--- src/rtl/ax_btb_update_sender.sv ---
// Write-side source for the approximate BTB: filters taken approximate branches from all
// integer lanes into a small FIFO and emits one BTB write request per cycle (valid/ready).
module ax_btb_update_sender #(
  parameter int LANES      = 2,
  parameter int DEPTH      = 4,
  parameter int ADDR_WIDTH = 32,
  parameter int INDEX_BITS = 10,
  parameter int TAG_BITS   = 8
) (
  input  logic                        clk,
  input  logic                        rst,
  input  logic                        flush,
  input  logic [LANES-1:0]            br_valid,
  input  logic [LANES-1:0]            br_taken,
  input  logic [LANES-1:0]            br_is_ap,
  input  logic [LANES-1:0]            br_is_cond,
  input  logic [LANES*ADDR_WIDTH-1:0] br_addr,
  input  logic [LANES*ADDR_WIDTH-1:0] br_next,
  output logic                        upd_valid,
  input  logic                        upd_ready,
  output logic [INDEX_BITS-1:0]       upd_index,
  output logic [TAG_BITS-1:0]         upd_tag,
  output logic [ADDR_WIDTH-3:0]       upd_target,
  output logic                        upd_is_cond,
  output logic [$clog2(DEPTH):0]      count,
  output logic                        full,
  output logic [7:0]                  drop_cnt
);

  localparam int PW = $clog2(DEPTH);
  localparam int CW = PW + 1;

  typedef struct packed {
    logic [INDEX_BITS-1:0] index;
    logic [TAG_BITS-1:0]   tag;
    logic [ADDR_WIDTH-3:0] target;
    logic                  is_cond;
  } entry_t;

  entry_t          mem_q [DEPTH];
  entry_t          mem_d [DEPTH];
  logic [PW-1:0]   head_q, head_d;
  logic [PW-1:0]   tail_q, tail_d;
  logic [CW-1:0]   count_q, count_d;
  logic [7:0]      drop_cnt_q, drop_cnt_d;

  logic [LANES-1:0] cand;
  logic [LANES-1:0] keep;
  logic             pop;
  logic [CW-1:0]    free;
  logic [CW-1:0]    n_push;
  logic [7:0]       n_drop;
  logic [8:0]       drop_sum;
  logic [PW-1:0]    wr_ptr;
  entry_t           lane_entry;
  entry_t           head_entry;
  logic             unused_next;

  // A lower lane is squashed when a higher lane carries the same branch PC this cycle.
  always_comb begin
    for (int i = 0; i < LANES; i++) begin
      cand[i] = br_valid[i] & br_taken[i] & br_is_ap[i];
    end
    keep = cand;
    for (int i = 0; i < LANES; i++) begin
      for (int j = i + 1; j < LANES; j++) begin
        if (cand[j] && (br_addr[i*ADDR_WIDTH +: ADDR_WIDTH] == br_addr[j*ADDR_WIDTH +: ADDR_WIDTH])) begin
          keep[i] = 1'b0;
        end
      end
    end
  end

  always_comb begin
    pop        = (count_q != '0) && upd_ready;
    free       = CW'(DEPTH) - count_q + CW'(pop);
    mem_d      = mem_q;
    n_push     = '0;
    n_drop     = '0;
    lane_entry = '0;
    wr_ptr     = '0;
    for (int i = 0; i < LANES; i++) begin
      if (keep[i]) begin
        if (n_push < free) begin
          lane_entry.index   = br_addr[i*ADDR_WIDTH + 2 +: INDEX_BITS];
          lane_entry.tag     = br_addr[i*ADDR_WIDTH + INDEX_BITS + 2 +: TAG_BITS];
          lane_entry.target  = br_next[i*ADDR_WIDTH + 2 +: ADDR_WIDTH - 2];
          lane_entry.is_cond = br_is_cond[i];
          wr_ptr             = tail_q + n_push[PW-1:0];
          if (!flush) begin
            mem_d[wr_ptr] = lane_entry;
          end
          n_push = n_push + CW'(1);
        end else begin
          n_drop = n_drop + 8'd1;
        end
      end
    end
    drop_sum = {1'b0, drop_cnt_q} + {1'b0, n_drop};
    // Flush discards the queue and everything presented alongside it without counting drops.
    if (flush) begin
      head_d     = '0;
      tail_d     = '0;
      count_d    = '0;
      drop_cnt_d = drop_cnt_q;
    end else begin
      head_d     = head_q + PW'(pop);
      tail_d     = tail_q + n_push[PW-1:0];
      count_d    = count_q + n_push - CW'(pop);
      drop_cnt_d = drop_sum[8] ? 8'hFF : drop_sum[7:0];
    end
  end

  always_ff @(posedge clk or posedge rst) begin
    if (rst) begin
      head_q     <= '0;
      tail_q     <= '0;
      count_q    <= '0;
      drop_cnt_q <= '0;
    end else begin
      head_q     <= head_d;
      tail_q     <= tail_d;
      count_q    <= count_d;
      drop_cnt_q <= drop_cnt_d;
    end
  end

  always_ff @(posedge clk) begin
    mem_q <= mem_d;
  end

  // Payload is masked while empty so unreset storage never leaks onto the port.
  always_comb begin
    upd_valid   = (count_q != '0);
    head_entry  = mem_q[head_q];
    upd_index   = upd_valid ? head_entry.index   : '0;
    upd_tag     = upd_valid ? head_entry.tag     : '0;
    upd_target  = upd_valid ? head_entry.target  : '0;
    upd_is_cond = upd_valid ? head_entry.is_cond : 1'b0;
  end

  always_comb begin
    unused_next = 1'b0;
    for (int i = 0; i < LANES; i++) begin
      unused_next = unused_next ^ (^br_next[i*ADDR_WIDTH +: 2]);
    end
  end

  assign count    = count_q;
  assign full     = (count_q == CW'(DEPTH));
  assign drop_cnt = drop_cnt_q;

endmodule
--- config.mk ---
export PLATFORM = sky130hd
export DESIGN_NAME = ax_btb_update_sender
export DESIGN_NICKNAME = d
export VERILOG_FILES = /design/src/rtl/ax_btb_update_sender.sv
export SDC_FILE = /design/constraint.sdc
export NUM_CORES = 1
export LEC_CHECK = 0
export CELL_PAD_IN_SITES_DETAIL_PLACEMENT = 2
export CELL_PAD_IN_SITES_GLOBAL_PLACEMENT = 2
export CORE_ASPECT_RATIO = 0.8
export CORE_MARGIN = 2
export CORE_UTILIZATION = 33
export DETAILED_ROUTE_END_ITERATION = 16
export MAX_ROUTING_LAYER = met4
export PLACE_DENSITY = 0.87
export SYNTH_ARGS = -nofsm -noshare
export SYNTH_HDL_FRONTEND = slang
export SYNTH_SLANG_ARGS = --single-unit
--- constraint.sdc ---
create_clock -name clk -period 4.1 [get_ports clk]
set_input_delay 0.615 -clock clk [delete_from_list [all_inputs] [get_ports clk]]
set_output_delay 0.615 -clock clk [all_outputs]
set_load 0.1 [all_outputs]
# Yosys cells after proc, flatten, opt, wreduce, memory -nomap -nowiden
# Index checks and enable logic that the tools add are counted.
# op_classes
addsub	10
order_cmp	7
eq_ne	2
mux	32
bitwise_logic	7
n_reduce_logical	5
# ops
cell	n
two-way mux 196 bit	6
bitwise mux 196 bit	2
demux 49 bit (select 2 bit)	2
two-way mux 49 bit	4
binary-select mux 49 bit (select 2 bit)	1
== test 32 bit	1
two-way mux 8 bit	4
two-way mux 30 bit	1
two-way mux 10 bit	1
adder 8 x 8 -> 9 bit	1
>= comparator 3 bit (second input constant)	3
two-way mux 3 bit	3
inverter 2 -> 3 bit	3
adder 8 x 1 -> 8 bit (second input constant)	1
less-than comparator 3 x 1 -> 1 bit (second input constant)	2
two-way mux 1 bit	6
adder 2 bit	2
bitwise AND 1 bit	4
logical AND 1 bit	4
two-way mux 2 bit	2
adder 3 x 1 -> 3 bit	1
adder 3 x 1 -> 3 bit (second input constant)	1
adder 3 bit	1
== test 3 bit (second input constant)	1
other kinds (6)	6
# totals
ff_bits	211
word_cells	83

# Depth between registers and ports, before layout
# Gate-level depths: netlist of run 1.
# logic_depth
ltp_word	16
depth_mapped	21

# Least setup slack after synthesis of run 1
# No wires, ideal clock.
# synth_path
kind	register to register
startpoint	register count_q[2], in the netlist count[2]
endpoint	register count_q[2], in the netlist count[2]
t_arrival_ns	4.927
path_slack_ns	-0.961
path_stages_with_launch	22
n_path_buf	1
cell_sequence	dfrtp_1 -> or3_1 -> clkbuf_1 -> nand2_1 -> ha_1 -> inv_1 -> ha_1 -> xor2_1 -> nor2_1 -> nand2_1 -> nand3_1 -> inv_1 -> ha_1 -> nand2_1 -> o21a_1 -> ha_1 -> inv_1 -> ha_1 -> inv_1 -> fa_1 -> xnor2_1 -> nor2_1
# synth_via
elab_chain_len	12
elab_cells_between_ends	14
classes_between	add/sub (5); order compare (2); mux (5); reduce/logical (2)
# synth_rtl
item	line_no	text
start, declared	44	logic [CW-1:0] count_q, count_d;
start signal, assigned	123	count_q <= count_d;
nonzero test 3 bit *	-	
named net upd_valid	19	output logic upd_valid,
logical AND 1 bit *	75	pop = (count_q != '0) && upd_ready;
adder 3 x 1 -> 3 bit	76	free = CW'(DEPTH) - count_q + CW'(pop);
less-than comparator 1 x 3 -> 1 bit	84	if (n_push < free) begin
two-way mux 1 bit	84	
two-way mux 1 bit	83	if (keep[i]) begin
adder 3 x 1 -> 3 bit / less-than comparator 3 bit (equally long branches)	93, 84	
two-way mux 3 bit	84	
two-way mux 3 bit	83	
adder 3 bit	109	count_d = count_q + n_push - CW'(pop);
subtractor 3 x 1 -> 3 bit *	109	
two-way mux 3 bit *	101	if (flush) begin
named net count_d[2]	44	
# Mark *: on every way through the listed nets, which the timed path passes. The rest lies on a longest branch.
# A chain may end at the register's enable or synchronous reset.

# Final worst setup path of run 1
# layout_path
startpoint	input port br_addr[38]
endpoint	register drop_cnt_q[4], in the netlist drop_cnt[4]
# layout_via
elab_chain_len	9
elab_cells_between_ends	11
classes_between	add/sub (2); order compare (1); eq/ne (1); mux (6); reduce/logical (1)
# layout_rtl
item	line_no	text
start, declared	17	input logic [LANES*ADDR_WIDTH-1:0] br_addr,
== test 32 bit *	67	if (cand[j] && (br_addr[i*ADDR_WIDTH +: ADDR_WIDTH] == br_addr[j*ADDR_WIDTH +: ADDR_WIDTH])) begin
logical AND 1 bit *	67	
two-way mux 1 bit *	67	
two-way mux 1 bit	83	
adder 8 x 1 -> 8 bit / less-than comparator 3 bit (equally long branches)	95, 84	
two-way mux 8 bit	84	
two-way mux 8 bit *	83	
adder 8 x 8 -> 9 bit *	99	drop_sum = {1'b0, drop_cnt_q} + {1'b0, n_drop};
two-way mux 8 bit *	110	drop_cnt_d = drop_sum[8] ? 8'hFF : drop_sum[7:0];
end signal, assigned	124	drop_cnt_q <= drop_cnt_d;
end, declared	45	logic [7:0] drop_cnt_q, drop_cnt_d;
# Mark *: on every way between the ends. The rest lies on a longest branch, timed or not.

==> flow_summary.yaml, run 1 <==
worst_setup_path:
  path_class: "primary input to flop"
  endpoint_kind: "flop"
  critPathMostFrequentCell: "buf_4"
  worstPathMaxFanout: 4
  arrival_ns: 4.51
  required_ns: 4.52
  crit_slowest_cell: "clkdlybuf4s50_1"
  crit_chain: "clkdlybuf4s50_1 -> xnor2_1 -> buf_4 -> nand4_1 -> nor4_4 -> and4_4 -> nor2_1 -> o21a_1 -> ha_1 -> nand2_1 -> o31ai_1 -> ha_2 -> inv_1 -> fa_2 -> nor2_4 -> buf_4 -> and3_1 -> o21ai_0"
  slowest_delay_ns: 0.44
  start_kind: "primary input"
layout:
  final_common_cell: "nand3_1"
  num-nets-final: 1772
  final_cells: 2123
  stdcell_area_mm2: 0.01622
  area_growth_pct: 30.34
  final_cell_mix: "nand3_1 (199), a31oi_1 (197), dfxtp_1 (196), o21ai_0 (188), buf_4 (165)"
  layout-drive-gt1-share_pct: 18.50
routing:
  postRouteAntennaNets: 0
  wl_um: 68690
  drc: 0
  vias: 14720
  routed_via_density: 6.935
  wl_per_cell_um: 32.35
  initialDrtViolationCount: 1608
  drt_pass1_iterations: 6
floorplanning:
  core-area_mm2: 0.03713
  dieArea_mm2: 0.03929
  die_y_um: 177.7
  num_rows: 63
  start_util_pct: 33.52
  die_w_um: 221.1
  ios: 202
power:
  powerDensity_mw_per_mm2: 753.5
  p_leak_nw: 5.349
  total_power_w: 0.01222
  ir_drop_mv: 0.5999
timing:
  setup_viol: 0
  final_hold_viol_count: 0
  worst_hold_slack_ns: 0.4998
  slew_headroom_pct: 34.48
  fin_crit_ns: 4.086
  maxSlewViolCount: 0
  fin_crit_sh_pct: 99.66
  final.setup.worst_slack_ns: 0.01410
  finClkSkew_ns: 0.01771
  clock.fmax_mhz: 244.7
  tightestPinTransition_ns: 0.9798
global_route:
  grt_pass1_wl_um: 103700
  antenna_found_initial: 4
  grt_usage_pct: 34.89
  grt_max_degree: 91
  gr-total-overflow: 0
  first_global_vias: 16400
status:
  outcome: "complete, no violations"
yosys:
  async_flop_share_pct: 7.109
  synth_cell_types: 44
  ys.flop_type: "dfxtp_1"
  synth_area_per_cell_um2: 8.536
  synth_edf_count: 0
  synthTopCellsByArea: "dfxtp_1 (32%), a31oi_1 (9.9%), a211oi_1 (8.9%)"
  ys_seq_elements: 211
  ys_seq_area_share_pct: 34.54
  synth_top_area_share_pct: 31.53
  syn_nets: 1612
  netlist_area_mm2: 0.01245
  netlist_instances: 1458
  yosysTopAreaCell: "dfxtp_1"
  ys_warn_count: 0
clock_tree:
  cts-htree-levels: 1
  cts_made_buffers: 24
  ctsHoldBuffers: 0
  clk_path_buf_depth: 3
  root_buffer: "clkbuf_16"
  clk_pin_slew_ns: 0.07
  cts_tree: "yes"
  cts.sinks: 211
  insertion_delay_ns: 0.55
hold_path:
  min_path_type: "primary input to async pin"
placement:
  dpl-instance-area_mm2: 0.01530
  port_buffers: 197
  dp_cells: 2071
  place_hpwl_um: 38840
  pre_cts_slack_ns: -0.4642
  place.gp.congestion: 0.8717
run:
  maxCapViolations: 0
## logic make-up (layout without fill, tap and decap cells)
family          after synthesis  after routing  synth area share [%]
compound gates              606            606                 30.96
xor+xnor                     40             40                 2.815
fa+ha+maj                    14             14                 1.528
buf+inv                     209            383                 6.997
flops                       211            211                 34.54
mux                          51             51                 9.038
other cells                   0              4                     0
simple gates                327            327                 14.11
## final cells by class
type / count / area, um2
tap: 487 / 609.3
sequential: 211 / 4313
timing repair buffer: 332 / 3092
antenna: 4 / 10.01
clock inverter: 7 / 100.1
fill: 3964 / 20910
inverter: 11 / 41.29
multi-input combinational: 1038 / 7382
clock buffer: 33 / 674.4
## power breakdown
part	internal, W	leakage [nW]	switching [W]	total [W]
Sequential	0.00282	1.81	0.000536	0.00336
Combinational	0.00206	3.15	0.00453	0.00659
Clock	0.00128	0.382	0.00100	0.00228
## worst max-delay path: cells and delay by family
kind,cells,cell delay (ns)
XOR/XNOR,1,0.22
AO/OA/AOI/OAI,3,0.44
buffers and inverters,4,0.83
AND/OR/NAND/NOR,7,1.38
adder cells (fa/ha/maj),3,1.01
## Yosys cell counts, types with 15 or more instances
master and instances:
a2111oi_0 49, a211oi_1 147, a31oi_1 197, and2_1 49, buf_1 17, buf_2 30
clkbuf_1 142, dfrtp_1 15, dfxtp_1 196, mux4_2 49, nand3_1 202, nand4_1 17
o21ai_0 188, xnor2_1 34
## sequential cells by signal (all words and copies together) (netlist names)
signal	flops
drop_cnt	8
tail_q	2
count	3
mem_q	196
head_q	2
## worst paths after layout
| path | startpoint | to | slack [ns] | depth (start not counted) |
|---|---|---|---|---|
| max in group asynchronous | rst | count[0] | 3.05 | 2 |
| min in group clk | mem_q[112] | mem_q[112] | 0.50 | 2 |
| setup / recovery | br_addr[38] | drop_cnt[4] | 0.01 | 18 |
| hold / removal | rst | head_q[0] | 0.50 | 2 |
| setup reg to reg | count[1] | count[2] | 0.09 | 19 |
| hold reg to reg | mem_q[112] | mem_q[112] | 0.50 | 2 |
## per-layer routing
layer  vias to the layer above  routed length [um]  global-route usage (%)
met4                         0                3218                   17.00
li1                       6051                   -                       -
met2                       897               32360                   56.54
met3                       269                5464                   7.368
met5                         -                   0                       -
met1                      7507               27640                   41.48
## stage by stage
step	util [%]	setup TNS (ns)
final	43.69	0
after global routing	43.69	-0.1872
after CTS	43.55	0
after detailed placement	41.21	-23.50
after global placement	41.21	-3.398
after floorplan	-	0
## what timing repair did
action                     in CTS  in global routing
setup endpoints to repair     142                148
setup buffers                   6                  2
pin swaps                       4                  6
gates resized for setup        11                  6
No activity file was read; power rests on OpenSTA's default activity.
==> run 2, diff against run 1 <==
ABC_CLOCK_PERIOD_IN_PS = 4100   (was unset)
CORE_MARGIN = 1   (was 2)
HOLD_SLACK_MARGIN = 0.05   (was unset)
==> run 2 against run 1 <==
The flow now finishes with violations (negative setup slack). Hold slack got worse by 0.069 ns. First-iteration DRC count increased by 20%. Sequential cell count unchanged. Clock skew increased by 0.017 ns.
==> flow_summary.yaml, run 2 (same netlist as run 1, synthesis figures left out) <==
routing:
  vias: 14640
  wl_um: 67570
  drc: 0
  initialDrtViolationCount: 1934
  wl_per_cell_um: 31.89
  routed_via_density: 6.907
  drt_pass1_iterations: 5
  postRouteAntennaNets: 0
floorplanning:
  start_util_pct: 33.52
  num_rows: 63
  die_w_um: 219.1
  ios: 202
  dieArea_mm2: 0.03850
  die_y_um: 175.7
  core-area_mm2: 0.03713
layout:
  stdcell_area_mm2: 0.01642
  largest_register_ffs: 196
  final_cell_mix: "nand3_1 (199), a31oi_1 (197), dfxtp_1 (196), o21ai_0 (186), buf_4 (152)"
  area_growth_pct: 31.91
  num-fill-cells: 3915
  layout-drive-gt1-share_pct: 19.02
  final_common_cell: "nand3_1"
  regMostFlops: "mem_q"
  num-nets-final: 1765
power:
  internal_power_w: 0.006376
  powerDensity_mw_per_mm2: 760.3
  switchingPower_w: 0.006107
  switching_share_pct: 48.92
  p_leak_nw: 5.458
  p_clk_share_pct: 21.0
  p_comb_share_pct: 51.7
  p_seq_share_pct: 27.3
  ir_drop_mv: 0.7538
timing:
  fin_crit_ns: 4.212
  clock.fmax_mhz: 237.4
  finClkSkew_ns: 0.03457
  final_hold_viol_count: 0
  maxSlewViolCount: 0
  worst_hold_slack_ns: 0.4312
  final.setup.worst_slack_ns: -0.1123
  setup_viol: 2
  fin_crit_sh_pct: 102.7
  tightestPinTransition_ns: 1.183
  slew_headroom_pct: 21.15
  tns_ns: -0.1330
global_route:
  grt_pass1_wl_um: 98990
  antenna_found_initial: 2
  grt_max_degree: 121
  gr-total-overflow: 0
  grt_usage_pct: 34.37
  first_global_vias: 16000
placement:
  place_hpwl_um: 39270
  port_buffers: 197
  dpl-instance-area_mm2: 0.01536
  place.gp.congestion: 0.8788
worst_setup_path:
  arrival_ns: 4.64
  worstPathMaxFanout: 88
  crit_chain: "clkdlybuf4s50_1 -> xnor2_1 -> buf_4 -> nand4_1 -> nor4_2 -> buf_4 -> and4_4 -> buf_4 -> buf_4 -> o21ai_0 -> a31oi_1"
  cp-startpoint: "br_addr[4]"
  required_ns: 4.52
  start_kind: "primary input"
  critPathMostFrequentCell: "buf_4"
  crit_slowest_cell: "buf_4"
  r2r_start: "count[1]"
  slowest_delay_ns: 0.76
  path_class: "primary input to flop"
  endpoint_kind: "flop"
clock_tree:
  cts.sinks: 211
  cts_tree: "yes"
  clk_path_buf_depth: 3
  postCtsSetupRepairBufs: 0
  insertion_delay_ns: 0.59
  clk_pin_slew_ns: 0.07
  cts-htree-levels: 1
  root_buffer: "clkbuf_16"
  cts_made_buffers: 25
status:
  violations: "negative setup slack"
  outcome: "complete, but fails checks"
run:
  maxCapViolations: 0
hold_path:
  min_path_type: "primary input to async pin"
## run 2: metrics by stage
stage                     worst slack (ns)  total power [W]  instances  util (%)
final                              -0.1123          0.01248       2119     44.22
after global routing               -0.1288          0.01285       2119     44.22
after CTS                          0.02098          0.01235       2117     43.89
after detailed placement           -0.6271         0.009640       2071     41.38
after global placement             -0.2237         0.009371       2071     41.38
after floorplan                    0.05635         0.007802       1458         -
## run 2: final cells by class
cell class / count / area [um2] / area share (%)
antenna: 2 / 5.005 / 0.03049
clock buffer: 28 / 656.9 / 4.001
clock inverter: 18 / 259.0 / 1.578
inverter: 11 / 41.29 / 0.2515
multi-input combinational: 1038 / 7433 / 45.28
sequential: 211 / 4313 / 26.27
tap: 487 / 609.3 / 3.712
timing repair buffer: 324 / 3099 / 18.88
## run 2: per-layer routing
metal / vias up / part of all wire [%] / GRT usage, %
met2: 863 / 48 / 54.72
met1: 7557 / 41 / 42.92
met4: 0 / 3.5 / 13.74
li1: 6023 / - / -
met5: - / 0 / -
met3: 193 / 8.3 / 6.251
## run 2: power by group through the flow
stage                     clock [W]  combinational (W)  sequential, W
final                       0.00262            0.00645        0.00341
after global routing        0.00271            0.00667        0.00347
after CTS                   0.00261            0.00635        0.00338
after detailed placement          0            0.00626        0.00338
after global placement            0            0.00606        0.00331
after floorplan                   0            0.00452        0.00329
## run 2: critical path: cells and delay by family
| family | cells | cell delay, ns |
|---|---|---|
| AOI/OAI and AO/OA | 2 | 0.73 |
| xor gates and xnor gates | 1 | 0.15 |
| buffers and inverters | 5 | 2.32 |
| and+or+nand+nor | 3 | 0.76 |
## run 2: repair_timing
item,in CTS,in global routing
pin swaps,0,6
gates resized for setup,4,23
setup endpoints to repair,13,89
endpoints found under the hold margin,0,0
hold buffers,0,0
## run 2: worst paths after layout
check | to | slack [ns] | cells after the start
setup / recovery | mem_q[125] | -0.11 | 11
hold / removal | tail_q[1] | 0.43 | 2
setup reg to reg | mem_q[125] | 0.01 | 19
hold reg to reg | mem_q[68] | 0.51 | 2
max in group asynchronous | head_q[0] | 3.18 | 2
min in group clk | mem_q[68] | 0.51 | 2
